## config.mk

```make
export PLATFORM = sky130hd
export DESIGN_NAME = regfile_wb_arbiter_flat
export DESIGN_NICKNAME = d
export VERILOG_FILES = /design/src/rtl/regfile_wb_arbiter_if.sv /design/src/rtl/regfile_wb_arbiter.sv /design/src/flat_wrapper.sv
export SDC_FILE = /design/constraint.sdc
export NUM_CORES = 1
export LEC_CHECK = 0
export BUFFER_PORTS_ARGS = -buffer_cell sky130_fd_sc_hd__buf_2
export CELL_PAD_IN_SITES_DETAIL_PLACEMENT = 1
export CELL_PAD_IN_SITES_GLOBAL_PLACEMENT = 1
export CORE_UTILIZATION = 37
export DETAILED_ROUTE_END_ITERATION = 6
export PLACE_DENSITY_LB_ADDON = 0.1
export SLEW_MARGIN = 20
export SYNTH_ARGS = -nofsm -noshare
export SYNTH_HDL_FRONTEND = slang
export SYNTH_SLANG_ARGS = --single-unit
```

## constraint.sdc

```tcl
create_clock -name CLK -period 7.1 [get_ports CLK]
set_input_delay 2.13 -clock CLK [delete_from_list [all_inputs] [get_ports CLK]]
set_output_delay 2.13 -clock CLK [all_outputs]
set_load 0.02 [all_outputs]
```

## src/rtl/regfile_wb_arbiter_if.sv

```systemverilog
// Bundle of the write-back arbiter's handshake, scoreboard and register-file
// write-port signals. The master side is the surrounding pipeline (requesters,
// issue stage and register file); the slave side is the arbiter itself.
interface regfile_wb_arbiter_if #(
   parameter int ADDR_W = 5,
   parameter int DATA_W = 32,
   parameter int DEPTH  = 2**ADDR_W
);
   logic              REQ0_VALID;
   logic [ADDR_W-1:0] REQ0_ADDR;
   logic [DATA_W-1:0] REQ0_DATA;
   logic              REQ0_READY;
   logic              REQ1_VALID;
   logic [ADDR_W-1:0] REQ1_ADDR;
   logic [DATA_W-1:0] REQ1_DATA;
   logic              REQ1_READY;
   logic              RSV_VALID;
   logic [ADDR_W-1:0] RSV_ADDR;
   logic [ADDR_W-1:0] QA1;
   logic [ADDR_W-1:0] QA2;
   logic              STALL;
   logic [DEPTH-1:0]  BUSY;
   logic              WE3;
   logic [ADDR_W-1:0] A3;
   logic [DATA_W-1:0] WD3;

   modport master (
      output REQ0_VALID, REQ0_ADDR, REQ0_DATA,
      input  REQ0_READY,
      output REQ1_VALID, REQ1_ADDR, REQ1_DATA,
      input  REQ1_READY,
      output RSV_VALID, RSV_ADDR, QA1, QA2,
      input  STALL, BUSY, WE3, A3, WD3
   );

   modport slave (
      input  REQ0_VALID, REQ0_ADDR, REQ0_DATA,
      output REQ0_READY,
      input  REQ1_VALID, REQ1_ADDR, REQ1_DATA,
      output REQ1_READY,
      input  RSV_VALID, RSV_ADDR, QA1, QA2,
      output STALL, BUSY, WE3, A3, WD3
   );
endinterface

```

## src/rtl/regfile_wb_arbiter.sv

```systemverilog
// Write-back arbiter and busy scoreboard for the register file.
// Requester 0 is the ALU result path, requester 1 the load return path.
// The winning write is registered onto WE3/A3/WD3; writes to register 0 are
// accepted but dropped. BUSY tracks registers with a write outstanding.
// Optional feature macro: WBARB_RR_EN selects round-robin arbitration; when
// undefined, port 1 has fixed priority and no LAST pointer exists.
module regfile_wb_arbiter #(
   parameter int ADDR_W = 5,
   parameter int DATA_W = 32,
   parameter int DEPTH  = 2**ADDR_W
) (
   input logic                 CLK,
   input logic                 RST,
   regfile_wb_arbiter_if.slave bus
);

   logic              gnt0;
   logic              gnt1;
   logic              xfer;
   logic [ADDR_W-1:0] sel_addr;
   logic [DATA_W-1:0] sel_data;
   logic              we3_q;
   logic [ADDR_W-1:0] a3_q;
   logic [DATA_W-1:0] wd3_q;
   logic [DEPTH-1:0]  busy_q;
   logic [DEPTH-1:0]  busy_next;

`ifdef WBARB_RR_EN
   logic last_q;  // port granted most recently; 1 after reset so port 0 wins first

   // Round-robin grant: a lone requester wins, contention goes to the port not granted last.
   always_comb begin
      gnt0 = bus.REQ0_VALID & (~bus.REQ1_VALID | last_q);
      gnt1 = bus.REQ1_VALID & (~bus.REQ0_VALID | ~last_q);
   end

   // Remember the last granted port; only a grant moves the pointer.
   always_ff @(posedge CLK or negedge RST) begin
      if (!RST)      last_q <= 1'b1;
      else if (xfer) last_q <= gnt1;
   end
`else
   // Fixed-priority grant: the load return path always wins contention.
   always_comb begin
      gnt1 = bus.REQ1_VALID;
      gnt0 = bus.REQ0_VALID & ~bus.REQ1_VALID;
   end
`endif

   assign xfer           = gnt0 | gnt1;
   assign bus.REQ0_READY = gnt0;
   assign bus.REQ1_READY = gnt1;

   // Select the granted port's address and data for the output stage.
   always_comb begin
      // NOTE: every always_comb output gets a default first so no path leaves it unassigned (no latch).
      sel_addr = bus.REQ0_ADDR;
      sel_data = bus.REQ0_DATA;
      if (gnt1) begin
         sel_addr = bus.REQ1_ADDR;
         sel_data = bus.REQ1_DATA;
      end
   end

   // Next busy vector: clear the register being written, then apply a reservation so a set wins.
   always_comb begin
      busy_next = busy_q;
      if (we3_q)
         busy_next[a3_q] = 1'b0;
      if (bus.RSV_VALID && (bus.RSV_ADDR != '0))
         busy_next[bus.RSV_ADDR] = 1'b1;
      busy_next[0] = 1'b0;
   end

   // Register the granted write and the scoreboard; reset discards any in-flight write.
   always_ff @(posedge CLK or negedge RST) begin
      if (!RST) begin
         // NOTE: non-blocking assignments in sequential blocks so every flop samples pre-edge values.
         we3_q  <= 1'b0;
         a3_q   <= '0;
         wd3_q  <= '0;
         // NOTE: the busy flags are plain flops, not a RAM, so they are reset; stale reservations would stall issue forever.
         busy_q <= '0;
      end else begin
         we3_q  <= xfer && (sel_addr != '0);
         busy_q <= busy_next;
         if (xfer) begin
            a3_q  <= sel_addr;
            wd3_q <= sel_data;
         end
      end
   end

   assign bus.WE3   = we3_q;
   assign bus.A3    = a3_q;
   assign bus.WD3   = wd3_q;
   assign bus.BUSY  = busy_q;
   assign bus.STALL = ((bus.QA1 != '0) & busy_q[bus.QA1]) |
                      ((bus.QA2 != '0) & busy_q[bus.QA2]);

endmodule

```

## src/flat_wrapper.sv

```systemverilog
// flat-port wrapper written by rule: the top's interface ports become plain ports
module regfile_wb_arbiter_flat 
#(
   parameter int ADDR_W = 5,
   parameter int DATA_W = 32,
   parameter int DEPTH  = 2**ADDR_W
)
  (CLK, RST, bus_REQ0_VALID, bus_REQ0_ADDR, bus_REQ0_DATA, bus_REQ0_READY, bus_REQ1_VALID, bus_REQ1_ADDR, bus_REQ1_DATA, bus_REQ1_READY, bus_RSV_VALID, bus_RSV_ADDR, bus_QA1, bus_QA2, bus_STALL, bus_BUSY, bus_WE3, bus_A3, bus_WD3);
  regfile_wb_arbiter_if #(.ADDR_W(ADDR_W), .DATA_W(DATA_W), .DEPTH(DEPTH)) bus_i ();
  input logic CLK;
  input logic RST;
  input wire logic [$bits(bus_i.REQ0_VALID)-1:0] bus_REQ0_VALID;
  input wire logic [$bits(bus_i.REQ0_ADDR)-1:0] bus_REQ0_ADDR;
  input wire logic [$bits(bus_i.REQ0_DATA)-1:0] bus_REQ0_DATA;
  output wire logic [$bits(bus_i.REQ0_READY)-1:0] bus_REQ0_READY;
  input wire logic [$bits(bus_i.REQ1_VALID)-1:0] bus_REQ1_VALID;
  input wire logic [$bits(bus_i.REQ1_ADDR)-1:0] bus_REQ1_ADDR;
  input wire logic [$bits(bus_i.REQ1_DATA)-1:0] bus_REQ1_DATA;
  output wire logic [$bits(bus_i.REQ1_READY)-1:0] bus_REQ1_READY;
  input wire logic [$bits(bus_i.RSV_VALID)-1:0] bus_RSV_VALID;
  input wire logic [$bits(bus_i.RSV_ADDR)-1:0] bus_RSV_ADDR;
  input wire logic [$bits(bus_i.QA1)-1:0] bus_QA1;
  input wire logic [$bits(bus_i.QA2)-1:0] bus_QA2;
  output wire logic [$bits(bus_i.STALL)-1:0] bus_STALL;
  output wire logic [$bits(bus_i.BUSY)-1:0] bus_BUSY;
  output wire logic [$bits(bus_i.WE3)-1:0] bus_WE3;
  output wire logic [$bits(bus_i.A3)-1:0] bus_A3;
  output wire logic [$bits(bus_i.WD3)-1:0] bus_WD3;
  assign bus_i.REQ0_VALID = bus_REQ0_VALID;
  assign bus_i.REQ0_ADDR = bus_REQ0_ADDR;
  assign bus_i.REQ0_DATA = bus_REQ0_DATA;
  assign bus_REQ0_READY = bus_i.REQ0_READY;
  assign bus_i.REQ1_VALID = bus_REQ1_VALID;
  assign bus_i.REQ1_ADDR = bus_REQ1_ADDR;
  assign bus_i.REQ1_DATA = bus_REQ1_DATA;
  assign bus_REQ1_READY = bus_i.REQ1_READY;
  assign bus_i.RSV_VALID = bus_RSV_VALID;
  assign bus_i.RSV_ADDR = bus_RSV_ADDR;
  assign bus_i.QA1 = bus_QA1;
  assign bus_i.QA2 = bus_QA2;
  assign bus_STALL = bus_i.STALL;
  assign bus_BUSY = bus_i.BUSY;
  assign bus_WE3 = bus_i.WE3;
  assign bus_A3 = bus_i.A3;
  assign bus_WD3 = bus_i.WD3;
  regfile_wb_arbiter #(.ADDR_W(ADDR_W), .DATA_W(DATA_W), .DEPTH(DEPTH)) u_core (.CLK(CLK), .RST(RST), .bus(bus_i));
endmodule
```

=== Word-level counts from Yosys, hierarchy flattened ===
Index checks and enable logic that the tools add are counted.

* Order comparisons: 6
* Mux-type cells: 12
* Bitwise operators: 9
* Reduce and logical (&&, ||, !) cells: 8

{| class="wikitable"
|+ Operators by type and width
! operator !! number
|-
| 32-bit two-way mux || 3
|-
| 32-bit bitwise AND || 1
|-
| 32-bit NOT || 1
|-
| 32-bit bitwise OR || 1
|-
| 5-bit by 6-bit less-than comparator with 1-bit output (second input constant) || 4
|-
| 5-bit nonzero test || 4
|-
| 1-bit binary-select mux with 5-bit select || 2
|-
| 1-bit demux with 5-bit select || 2
|-
| 5-bit by 1-bit greater-or-equal comparator with 1-bit output (second input constant) || 2
|-
| 5-bit two-way mux || 1
|-
| 1-bit logical AND || 4
|-
| 1-bit two-way mux || 4
|-
| 1-bit bitwise AND || 3
|-
| 1-bit bitwise OR || 2
|-
| 1-bit NOT || 1
|}

* Flip-flop bits (word level): 69
* Output and inout bits: 73
* Word-level logic and storage cells: 39

=== Longest topological paths before layout ===
* Depth after elaboration: 9
* Depth in mapped cells: 7
* Mapped depth without buffers: 5

=== Least setup slack after synthesis ===
Ideal clock, no wire load.

* Path type: input to output
* From: in bus_QA2[0]
* To: out bus_STALL
* Arrival: 3,410 ps
* Path slack: 1,560 ps
* Cell stages on the path: 7
* Path buffers: 2
* Cells stage by stage: buf_6 > buf_8 > mux2_4 > a221oi_1 > o41ai_1 > a211oi_1 > nand4_1

* Longest elaborated chain between the ends: 4
* Elaborated cells on any way between the ends: 5
* Those cells by class: 2 x mux; 2 x bitwise; 1 x reduce/logical

{| class="wikitable"
|+ Ends and longest elaborated chain
! what !! RTL line !! text
|-
| from (decl) || flat_wrapper.sv:23 || <nowiki>input wire logic [$bits(bus_i.QA2)-1:0] bus_QA2;</nowiki>
|-
| 1-bit binary-select mux with 5-bit select || regfile_wb_arbiter.sv:99 || <nowiki>((bus.QA2 != '0) & busy_q[bus.QA2]);</nowiki>
|-
| 1-bit two-way mux (not written as such) || regfile_wb_arbiter.sv:99 ||
|-
| 1-bit bitwise AND (*) || regfile_wb_arbiter.sv:99 ||
|-
| 1-bit bitwise OR (*) || regfile_wb_arbiter.sv:98 || <nowiki>assign bus.STALL = ((bus.QA1 != '0) & busy_q[bus.QA1]) |</nowiki>
|-
| to (decl) || flat_wrapper.sv:24 || <nowiki>output wire logic [$bits(bus_i.STALL)-1:0] bus_STALL;</nowiki>
|}

Mark *: on every way between the ends. The rest lies on a longest branch, timed or not. The select of a mux whose other input is x is not followed.

=== Worst setup path in the final report ===
Same ends and word-level chain as after synthesis.

==> run metrics <==
# rows 36; Seq/Total Area, Yosys 0.470; Slew Limit Headroom 0.391; Cells after DPL 633; post-CTS setup repair buffer count 0; Total Routed Length about 11000 um; CTS tree built; GRT Residual Overflow 0; Slew Limit Fails 0; run status complete, no violations; htree depth 3; Distinct cells, synth 42; final hold vios 0; Leak Pwr 2.26 nW; maximum vdd ir drop 112 uV; total vias in the final route between 3000 and 4000; Pre-Repair DR Iteration Count 4; CTS Hold Bufs 0; number of remaining DRC errors 0; Synth async-reset ratio 1.00; Fin Hold WS approximately 560 ps; Final Util 0.496; vias in the first global route 3488; most frequent cells in the layout 165 x buf_2, 99 x o21ai_0, 69 x dfrtp_1; Synth Area per Inst about 10 um2; Layout fillers 1162; Net Sw Frac 0.356; Cells after Synth 357; Critical R2R Capture u_core.bus.BUSY[10]; Final Cell Area just under 5000 um2; Placed Area ~4600 um2; Pwr Density roughly 290 nW/um2; Worst setup endpoint bus_STALL; HPWL Detailed 8540 um; crit path max fanout 14; initial antenna violation count 0; Worst-path clk slew roughly 70 ps; clock share of power 0.282; Final TNS setup 0 ps; Sink Count 69; Final Power 1.40 mW; Crit Path Class input pin to output port; critical path data arrival time roughly 3900 ps; final setup violation count 0; Pint 0.901 mW; clock buffer depth 2; worst reg-to-reg setup slack 5560 ps; Crit. End Element output port; FF+latch area 1730 um2; Worst Tran Pin Value 913 ps; Critical Path Start Type input pin; Psw ~0.5 mW; Logic pwr share 0.310; Layout Nets 605; layout cells sized above 1 0.395; syn nets ~450; HP Class flop to flop; gr usage total 0.233; number of flops mapped to enable cells by yosys 0; FF+latch count, synth 69; ant diodes 0; core area 9680 um2; final worst path period need 5980 ps; CTS resizes 0; crit share post-route 0.842; Multi-input gate area 1810 um2; Root Buffer clkbuf_8; area grow syn2layout 30.6%; worst setup path startpoint bus_QA2[0]; total CTS buffers 9; Final WS setup 1120 ps; Die Area ~10000 um2; unrepaired setup endpoints after global routing no; Main synth FF type dfrtp_1; Max Cap Violations 0; commonest non-fill, non-tap cell in the layout buf_2; pin count of the biggest net entering global routing 70; die height 102 um; WL/cell 17.6 um; fmax around 170 MHz; Initial Utilization 0.380; post-synthesis cell area 3680 um2; Die W 102 um; vias per cell roughly 5.3; worst r2r src u_core.bus.A3[3]; post-route ant nets 0; I/O pin count 167; worst skew pair latency approximately 360 ps; Synthesis Warnings 0; reg2reg path depth 3; CP required 4970 ps; iteration-0 DRC count of the detailed router 51; final non-filler cell total 649; global-route wire length before repair 18300 um; Flop pwr share 0.408; Port Buffers 165; routability cong. 0.806; skew final 9.88 ps; Setup WS pre-CTS 1130 ps
[critical path: stages]
cell	delay, ps
buf_2	270
mux4_1	600
nor2b_1	140
o41ai_1	90
a211oi_1	290
nand4_1	140
buf_2	190
[state kept, by name, summed over array words and instances (netlist names)]
register,cells
u_core.bus.WD3,32
u_core.bus.BUSY,31
u_core.bus.A3,5
u_core.bus.WE3,1
[cell usage after synthesis, types with 5 or more instances]
master,instances,area [um2]
nand2_1,40,150
dfrtp_1,69,1730
mux2_2,5,56.3
o21ai_0,99,495
nand3_1,6,30.0
clkbuf_1,11,41.3
nand3b_1,11,82.6
mux4_2,7,158
mux2i_1,38,380
nor2_1,7,26.3
[worst min path at each step]
stage | from | endpoint | cells past startpoint
after floorplan | u_core.bus.BUSY[8] | u_core.bus.BUSY[8] | 2
after global placement | u_core.bus.WD3[13] | u_core.bus.WD3[13] | 2
after detailed placement | u_core.bus.BUSY[8] | u_core.bus.BUSY[8] | 2
after CTS | u_core.bus.BUSY[8] | u_core.bus.BUSY[8] | 2
after global routing | u_core.bus.BUSY[8] | u_core.bus.BUSY[8] | 2
final | u_core.bus.BUSY[8] | u_core.bus.BUSY[8] | 2
[kinds of logic after synthesis]
group | share of synthesized area
buf+inv | 0.0385
compound gates | 0.170
other cells | 0.00102
mux | 0.187
flops | 0.470
simple gates | 0.134
[layer usage]
metal,wire length [um],part of all wire,track usage,up-vias
met5,0,0,0,-
li1,-,-,-,1613
met3,673,0.059,0.0718,12
met1,4910,0.43,0.289,1720
met2,5700,0.50,0.388,104
met4,144,0.013,0.0680,0
[power groups by stage]
stage          clock (mW)  combinational, mW  sequential (mW)
6_report            0.394              0.434            0.571
5_1_grt             0.421              0.476            0.583
4_1_cts             0.403              0.438            0.571
3_5_place_dp            0              0.437            0.578
3_3_place_gp            0              0.426            0.576
2_1_floorplan           0              0.174            0.649
[area by class of cell]
cell class | instances | area share
clock inverters | 4 | 0.0198
clock buffers | 12 | 0.0302
well taps | 133 | 0.0347
repair buffers | 168 | 0.177
flip-flops and latches | 69 | 0.360
inverters | 3 | 0.00235
multi-input cells | 260 | 0.377
Power figures use the tool's default switching activity.
